### config.mk
export PLATFORM = sky130hd
export DESIGN_NAME = spi_frame_sequencer_flat
export DESIGN_NICKNAME = d
export VERILOG_FILES = /design/src/rtl/spi_frame_sequencer_pkg.sv /design/src/rtl/spi_frame_sequencer_if.sv /design/src/rtl/spi_frame_sequencer_sync_edge.sv /design/src/rtl/spi_frame_sequencer.sv /design/src/flat_wrapper.sv
export SDC_FILE = /design/constraint.sdc
export NUM_CORES = 1
export LEC_CHECK = 0
export BUFFER_PORTS_ARGS = -buffer_cell sky130_fd_sc_hd__buf_2
export CAP_MARGIN = 40
export CORE_MARGIN = 3
export CORE_UTILIZATION = 51
export CTS_CLUSTER_DIAMETER = 150
export DETAILED_ROUTE_END_ITERATION = 6
export PLACE_DENSITY = 0.82
export SKIP_CTS_REPAIR_TIMING = 1
export SLEW_MARGIN = 40
export SYNTH_ARGS = -nofsm -noshare
export SYNTH_HDL_FRONTEND = slang
export SYNTH_SLANG_ARGS = --single-unit
export TNS_END_PERCENT = 50
### constraint.sdc
create_clock -name clk -period 2.3 [get_ports clk]
set_input_delay 0.115 -clock clk [delete_from_list [all_inputs] [get_ports clk]]
set_output_delay 0.115 -clock clk [all_outputs]
set_load 0.005 [all_outputs]
### src/rtl/spi_frame_sequencer_pkg.sv
// Shared definitions for the pluto SPI frame sequencer: FSM states, slot map
// and default frame geometry.
package pluto_spi_pkg;

    localparam int DEF_WORD_W = 32;
    localparam int DEF_NSLOT  = 5;
    localparam int DEF_SLOT_W = 3;

    typedef enum logic [1:0] {
        WAIT_IDLE,
        IDLE,
        LOAD,
        SHIFT
    } seq_state_t;

    // Read side: snapshots fetched for MISO
    localparam logic [DEF_SLOT_W-1:0] SLOT_QUAD0  = 3'd0;
    localparam logic [DEF_SLOT_W-1:0] SLOT_QUAD1  = 3'd1;
    localparam logic [DEF_SLOT_W-1:0] SLOT_QUAD2  = 3'd2;
    localparam logic [DEF_SLOT_W-1:0] SLOT_QUAD3  = 3'd3;
    localparam logic [DEF_SLOT_W-1:0] SLOT_INPUTS = 3'd4;

    // Write side: destinations of received MOSI words
    localparam logic [DEF_SLOT_W-1:0] SLOT_PWM0 = 3'd0;
    localparam logic [DEF_SLOT_W-1:0] SLOT_PWM1 = 3'd1;
    localparam logic [DEF_SLOT_W-1:0] SLOT_PWM2 = 3'd2;
    localparam logic [DEF_SLOT_W-1:0] SLOT_PWM3 = 3'd3;
    localparam logic [DEF_SLOT_W-1:0] SLOT_DOUT = 3'd4;

endpackage

### src/rtl/spi_frame_sequencer_if.sv
// Datapath-side bus of the frame sequencer: slot read fetch, word write strobe
// and frame status pulses.
interface spi_frame_sequencer_if #(
    parameter int WORD_W = 32,
    parameter int SLOT_W = 3
);
    logic              rd_req;
    logic [SLOT_W-1:0] rd_slot;
    logic [WORD_W-1:0] rd_data;
    logic              wr_stb;
    logic [SLOT_W-1:0] wr_slot;
    logic [WORD_W-1:0] wr_data;
    logic              frame_active;
    logic              frame_done;
    logic              frame_err;

    modport master (
        output rd_req, rd_slot, wr_stb, wr_slot, wr_data,
        output frame_active, frame_done, frame_err,
        input  rd_data
    );

    modport slave (
        input  rd_req, rd_slot, wr_stb, wr_slot, wr_data,
        input  frame_active, frame_done, frame_err,
        output rd_data
    );
endinterface

### src/rtl/spi_frame_sequencer_sync_edge.sv
// Two-flop synchronizer for an asynchronous pin, with a third stage for
// single-cycle rise/fall pulses. Resets to the pin's idle level.
module sync_edge #(
    parameter logic IDLE_LVL = 1'b0
) (
    input  logic clk,
    input  logic rst_n,
    input  logic din,
    output logic level,
    output logic rise,
    output logic fall
);
    logic [2:0] pipe_reg;

    always_ff @(posedge clk or negedge rst_n) begin
        if (!rst_n) begin
            pipe_reg <= {3{IDLE_LVL}};
        end else begin
            pipe_reg <= {pipe_reg[1:0], din};
        end
    end

    assign level = pipe_reg[1];
    assign rise  = pipe_reg[1] & ~pipe_reg[2];
    assign fall  = ~pipe_reg[1] & pipe_reg[2];
endmodule

### src/rtl/spi_frame_sequencer.sv
// SPI-slave frame sequencer: oversamples the SPI pins in clk, shifts fixed
// NSLOT-word frames and issues slot read fetches and word write strobes.
module spi_frame_sequencer
    import pluto_spi_pkg::*;
#(
    parameter int WORD_W = DEF_WORD_W,
    parameter int NSLOT  = DEF_NSLOT,
    parameter int SLOT_W = DEF_SLOT_W
) (
    input  logic                   clk,
    input  logic                   nReset,
    input  logic                   spi_sclk,
    input  logic                   spi_cs_n,
    input  logic                   spi_mosi,
    output logic                   spi_miso,
    spi_frame_sequencer_if.master  bus
);
    localparam int CNT_W = $clog2(WORD_W + 1);
    localparam logic [2:0] SYNC_IDLE = 3'b010;   // {mosi, cs_n, sclk}

    logic [2:0] pin_vec, level_vec, rise_vec, fall_vec;
    assign pin_vec = {spi_mosi, spi_cs_n, spi_sclk};

    generate
        for (genvar gi = 0; gi < 3; gi++) begin : g_sync
            sync_edge #(.IDLE_LVL(SYNC_IDLE[gi])) u_sync (
                .clk   (clk),
                .rst_n (nReset),
                .din   (pin_vec[gi]),
                .level (level_vec[gi]),
                .rise  (rise_vec[gi]),
                .fall  (fall_vec[gi])
            );
        end
    endgenerate

    logic sclk_rise, sclk_fall, cs_level, cs_rise, cs_fall, mosi_level;
    assign sclk_rise  = rise_vec[0];
    assign sclk_fall  = fall_vec[0];
    assign cs_level   = level_vec[1];
    assign cs_rise    = rise_vec[1];
    assign cs_fall    = fall_vec[1];
    assign mosi_level = level_vec[2];

    // mosi edges and the sclk level carry no information here
    logic unused_sync;
    assign unused_sync = ^{level_vec[0], rise_vec[2], fall_vec[2]};

    seq_state_t        state_reg, state_next;
    logic [SLOT_W-1:0] slot_reg, slot_next, slot_upd;
    logic [CNT_W-1:0]  bitcnt_reg, bitcnt_next, bitcnt_upd;
    logic [WORD_W-1:0] tx_shift_reg, tx_shift_next;
    logic [WORD_W-1:0] rx_shift_reg, rx_shift_next;
    logic [1:0]        settle_reg, settle_next;
    logic              wr_stb_reg, wr_stb_next;
    logic [SLOT_W-1:0] wr_slot_reg, wr_slot_next;
    logic [WORD_W-1:0] wr_data_reg, wr_data_next;
    logic              active_reg, active_next;
    logic              done_reg, done_next;
    logic              err_reg, err_next;
    logic              rd_req;
    logic [SLOT_W-1:0] rd_slot;

    always_ff @(posedge clk or negedge nReset) begin
        if (!nReset) begin
            state_reg    <= WAIT_IDLE;
            slot_reg     <= '0;
            bitcnt_reg   <= '0;
            tx_shift_reg <= '0;
            rx_shift_reg <= '0;
            settle_reg   <= '0;
            wr_stb_reg   <= 1'b0;
            wr_slot_reg  <= '0;
            wr_data_reg  <= '0;
            active_reg   <= 1'b0;
            done_reg     <= 1'b0;
            err_reg      <= 1'b0;
        end else begin
            state_reg    <= state_next;
            slot_reg     <= slot_next;
            bitcnt_reg   <= bitcnt_next;
            tx_shift_reg <= tx_shift_next;
            rx_shift_reg <= rx_shift_next;
            settle_reg   <= settle_next;
            wr_stb_reg   <= wr_stb_next;
            wr_slot_reg  <= wr_slot_next;
            wr_data_reg  <= wr_data_next;
            active_reg   <= active_next;
            done_reg     <= done_next;
            err_reg      <= err_next;
        end
    end

    always_comb begin
        state_next    = state_reg;
        slot_next     = slot_reg;
        bitcnt_next   = bitcnt_reg;
        tx_shift_next = tx_shift_reg;
        rx_shift_next = rx_shift_reg;
        settle_next   = settle_reg;
        wr_stb_next   = 1'b0;
        wr_slot_next  = wr_slot_reg;
        wr_data_next  = wr_data_reg;
        active_next   = active_reg;
        done_next     = 1'b0;
        err_next      = 1'b0;
        rd_req        = 1'b0;
        rd_slot       = slot_reg;
        slot_upd      = slot_reg;
        bitcnt_upd    = bitcnt_reg;

        case (state_reg)
            WAIT_IDLE: begin
                // cs_n must stay high long enough to flush the synchronizers,
                // otherwise a reset released mid-frame would see a fake CS fall
                if (!cs_level) begin
                    settle_next = '0;
                end else if (settle_reg == 2'd3) begin
                    settle_next = '0;
                    state_next  = IDLE;
                end else begin
                    settle_next = settle_reg + 2'd1;
                end
            end
            IDLE: begin
                if (cs_fall) begin
                    rd_req      = 1'b1;
                    rd_slot     = '0;
                    slot_next   = '0;
                    bitcnt_next = '0;
                    active_next = 1'b1;
                    state_next  = LOAD;
                end
            end
            LOAD: begin
                tx_shift_next = bus.rd_data;
                bitcnt_next   = '0;
                state_next    = SHIFT;
            end
            SHIFT: begin
                if (bitcnt_reg == CNT_W'(WORD_W)) begin
                    if (slot_reg < SLOT_W'(NSLOT)) begin
                        wr_stb_next  = 1'b1;
                        wr_slot_next = slot_reg;
                        wr_data_next = rx_shift_reg;
                        slot_upd     = slot_reg + 1'b1;
                    end
                    bitcnt_upd  = '0;
                    slot_next   = slot_upd;
                    bitcnt_next = '0;
                    if (slot_upd < SLOT_W'(NSLOT) && !cs_rise) begin
                        rd_req     = 1'b1;
                        rd_slot    = slot_upd;
                        state_next = LOAD;
                    end else begin
                        tx_shift_next = '0;
                    end
                end else if (sclk_rise) begin
                    rx_shift_next = {rx_shift_reg[WORD_W-2:0], mosi_level};
                    bitcnt_next   = bitcnt_reg + 1'b1;
                end else if (sclk_fall && bitcnt_reg != '0) begin
                    tx_shift_next = {tx_shift_reg[WORD_W-2:0], 1'b0};
                end
            end
            default: state_next = WAIT_IDLE;
        endcase

        if ((state_reg == LOAD || state_reg == SHIFT) && cs_rise) begin
            active_next = 1'b0;
            state_next  = IDLE;
            slot_next   = '0;
            bitcnt_next = '0;
            if (bitcnt_upd == '0 && slot_upd >= SLOT_W'(NSLOT)) begin
                done_next = 1'b1;
            end else begin
                err_next = 1'b1;
            end
        end
    end

    assign spi_miso         = tx_shift_reg[WORD_W-1];
    assign bus.rd_req       = rd_req;
    assign bus.rd_slot      = rd_slot;
    assign bus.wr_stb       = wr_stb_reg;
    assign bus.wr_slot      = wr_slot_reg;
    assign bus.wr_data      = wr_data_reg;
    assign bus.frame_active = active_reg;
    assign bus.frame_done   = done_reg;
    assign bus.frame_err    = err_reg;
endmodule

### src/flat_wrapper.sv
// flat-port wrapper written by rule: the top's interface ports become plain ports
module spi_frame_sequencer_flat import pluto_spi_pkg::*;
#(
    parameter int WORD_W = DEF_WORD_W,
    parameter int NSLOT  = DEF_NSLOT,
    parameter int SLOT_W = DEF_SLOT_W
)
  (clk, nReset, spi_sclk, spi_cs_n, spi_mosi, spi_miso, bus_rd_req, bus_rd_slot, bus_wr_stb, bus_wr_slot, bus_wr_data, bus_frame_active, bus_frame_done, bus_frame_err, bus_rd_data);
  spi_frame_sequencer_if #(.WORD_W(WORD_W), .SLOT_W(SLOT_W)) bus_i ();
  input  logic clk;
  input  logic nReset;
  input  logic spi_sclk;
  input  logic spi_cs_n;
  input  logic spi_mosi;
  output logic spi_miso;
  output wire logic [$bits(bus_i.rd_req)-1:0] bus_rd_req;
  output wire logic [$bits(bus_i.rd_slot)-1:0] bus_rd_slot;
  output wire logic [$bits(bus_i.wr_stb)-1:0] bus_wr_stb;
  output wire logic [$bits(bus_i.wr_slot)-1:0] bus_wr_slot;
  output wire logic [$bits(bus_i.wr_data)-1:0] bus_wr_data;
  output wire logic [$bits(bus_i.frame_active)-1:0] bus_frame_active;
  output wire logic [$bits(bus_i.frame_done)-1:0] bus_frame_done;
  output wire logic [$bits(bus_i.frame_err)-1:0] bus_frame_err;
  input wire logic [$bits(bus_i.rd_data)-1:0] bus_rd_data;
  assign bus_rd_req = bus_i.rd_req;
  assign bus_rd_slot = bus_i.rd_slot;
  assign bus_wr_stb = bus_i.wr_stb;
  assign bus_wr_slot = bus_i.wr_slot;
  assign bus_wr_data = bus_i.wr_data;
  assign bus_frame_active = bus_i.frame_active;
  assign bus_frame_done = bus_i.frame_done;
  assign bus_frame_err = bus_i.frame_err;
  assign bus_i.rd_data = bus_rd_data;
  spi_frame_sequencer #(.WORD_W(WORD_W), .NSLOT(NSLOT), .SLOT_W(SLOT_W)) u_core (.clk(clk), .nReset(nReset), .spi_sclk(spi_sclk), .spi_cs_n(spi_cs_n), .spi_mosi(spi_mosi), .spi_miso(spi_miso), .bus(bus_i));
endmodule
==> summary.md <==
| Metric | Value |
|---|---|
| Endpoints failing setup | `35` |
| Drt pass-1 iters | `5` |
| Yosys top cell area share | `0.5563` |
| Max cap viols | `0` |
| RSZ-0062 raised after global routing | `yes` |
| Setup TNS | `-4234 ps` |
| Antenna Nets Post-Route | `0` |
| Slowest-stage cell, CP | `dfrtp_1` |
| Via density | `5.530` |
| Ys async rst share | `1.000` |
| IO buf count | `80` |
| Fmax | `0.3867 GHz` |
| Core area | `10370 um^2` |
| Critical Path AT | `2470 ps` |
| Drt initial violations | `363` |
| Clk root buf | `clkbuf_8` |
| Worst Path Required | `2180 ps` |
| Routed len/inst | `17.34 um` |
| Primary FF master, synth | `dfrtp_1` |
| DIE WIDTH | `109.3 um` |
| Largest net degree at the start of global routing | `50` |
| CP startpoint kind | `register` |
| Gr usage total | `0.1966` |
| Mean Syn Cell Area | `11.88 um^2` |
| Clk slew on worst S/H paths | `60 ps` |
| Critical Path, Cell by Cell | `inv_2 > ha_4 > nor4b_4 > nand2_2 > a2111oi_4 > buf_4 > buf_6 > a311oi_2 > buf_2` |
| First-pass GRT wire length | `18240 um` |
| Leakage power | `3.873 nW` |
| Worst slew pin tran | `766.9 ps` |
| Syn_nets | `499` |
| Worst Clk Skew | `10.94 ps` |
| Cell taking the most area after synthesis | `dfrtp_1` |
| Inserted Diodes | `0` |
| Max-slew headroom | `0.4755` |
| Most common cell after layout, fill and taps aside | `dfrtp_1` |
| Final hold violation count | `0` |
| Compound-Gate Fraction of Synth Area | `0.05793` |
| Mapped Area | `5443 um^2` |
| Grt total ovfl | `0` |
| Sequential area share after synthesis | `0.5708` |
| Pwr dens | `937.7 nW/um^2` |
| Fraction of layout cells with a size suffix above 1 | `0.4255` |
| Post-synth EDFFs | `0` |
| Violated checks | `negative setup slack` |
| CP endpoint kind | `output port` |
| Area share of and/or/nand/nor cells after synthesis | `0.1290` |
| Die area | `11950 um^2` |
| Max VDD drop | `0.6021 mV` |
| Area Overhead vs Synth | `35.98%` |
| Final routed DRC violation total | `0` |
| Clock period minus worst slack | `2586 ps` |
| Vias in the first global route | `3785` |
| Worst hold path type | `input pin to async pin` |
| NumNets Final | `639` |
| Wirelength, routed | `12950 um` |
| Synth Area in Adders | `0.009195` |
| Reg-to-reg startpoint | `u_core.bitcnt_reg[0]` |
| Ranking of synthesized cells by area | `dfrtp_1 (56%), mux2_2 (14%), mux2_1 (6.0%)` |
| CTS Buf Count | `17` |
| Max clock buf depth | `2` |
| Critical path origin | `u_core.bitcnt_reg[0]` |
| Routability Congestion | `0.8902` |
| Slew Viols, Final | `0` |
| Run status | `finished with violations` |
| Setup WS pre-CTS | `11.13 ps` |
| CP max stage delay | `410 ps` |
| Insertion delay to the later sink of the worst-skew pair | `520 ps` |
| Vias post-DR | `4131` |
| Synth cell types | `42` |
| Setup ws final | `-286.2 ps` |
| Commonest cells after routing, fill and taps aside | `dfrtp_1 (121), buf_2 (79), nand2_1 (77), mux2_2 (65), nand3_1 (38)` |
| # rows | `37` |
| Mux share of post-synthesis cell area | `0.2005` |
| Sink Count | `124` |
| Post-synthesis xor/xnor area fraction | `0.004828` |
| Gate Count Post-Synth | `458` |
| Layout fillers | `658` |
| Initial antenna violation count | `0` |
| Initial core utilization | `0.5249` |
| CTS tree | `yes` |
| Synth Register Bits | `124` |
| Synth warn | `0` |
| Fin crit share | `1.124` |
| Critical path class | `register to output port` |
| I/O pin cnt | `81` |
| Post-DP HPWL | `7357 um` |
| Largest family of logic cells by synthesized area | `multiplexers` |
| CP Max Fanout | `4` |
| H-tree depth | `4` |
| Die H | `109.3 um` |
final timing paths:
| path | cells past startpoint | to | slack (ps) |
|---|---|---|---|
| max | 9 | bus_rd_slot[0] | -290 |
| min | 2 | u_core.tx_shift_reg[5] | 80 |
| max reg2reg | 9 | u_core.tx_shift_reg[15] | -140 |
| min reg2reg | 0 | u_core.g_sync[1].u_sync.pipe_reg[1] | 350 |
| max in group asynchronous | 3 | u_core.rx_shift_reg[15] | 1510 |
| min in group clk | 2 | u_core.g_sync[2].u_sync.pipe_reg[0] | 250 |
logic make-up after synthesis:
family / Yosys count
AO/OA/AOI/OAI: 45
XOR/XNOR: 3
adder cells (fa/ha/maj): 4
buffers and inverters: 33
flip-flops: 124
multiplexers: 97
AND/OR/NAND/NOR: 152
worst max-delay path: cells and delay by family (launching register included):
kind | cells | cell delay [ps]
buf+inv | 4 | 540
compound gates | 2 | 490
flops | 1 | 410
simple gates | 2 | 400
fa+ha+maj | 1 | 120
power by group:
part	switching, mW	leakage [nW]	internal [mW]
Clock	1.03	0.299	1.70
Sequential	0.262	1.62	2.56
Combinational	0.576	1.95	0.807
Total	1.87	3.87	5.07
layer usage:
metal  wire, um  up-vias  global-route usage
met5          0        -                   0
met4        182        0             0.06768
met3        859       25             0.05461
met2       6623      165              0.3303
met1       5287     2058              0.2460
li1           -     1883                   -
final cells by class:
cell class,instances,area (um^2),area share
Sequential cell,124,3107,0.4198
Multi-Input combinational cell,301,2360,0.3188
Timing Repair Buffer,149,1134,0.1532
Clock buffer,18,427.9,0.05782
Clock inverter,14,183.9,0.02485
Tap cell,136,170.2,0.02299
Inverter,5,18.77,0.002536
synthesized netlist by cell type (4+ instances only):
cell and instances:
nand3b_1 4, nor2_1 12, ha_1 4, nand3_1 38, mux2_2 67, dfrtp_1 121
inv_1 5, mux2_1 29, nor2b_1 4, clkbuf_1 21, a21oi_1 13, nand2b_1 4
o21ai_0 13, nand2_1 77
metrics by stage:
stage / util / cells / power (mW) / area, um^2 / hold WS, ps
finish: 0.7137 / 747 / 6.940 / 7401 / 81.13
floorplan: - / 458 / 3.433 / 5443 / -180.6
CTS: 0.6488 / 700 / 6.527 / 6728 / -473.4
global placement: 0.5898 / 668 / 3.674 / 6116 / 74.57
global route: 0.7137 / 747 / 7.237 / 7401 / 127.3
detailed placement: 0.5898 / 668 / 3.763 / 6116 / 75.91
No activity file was read; power rests on OpenSTA's default activity.
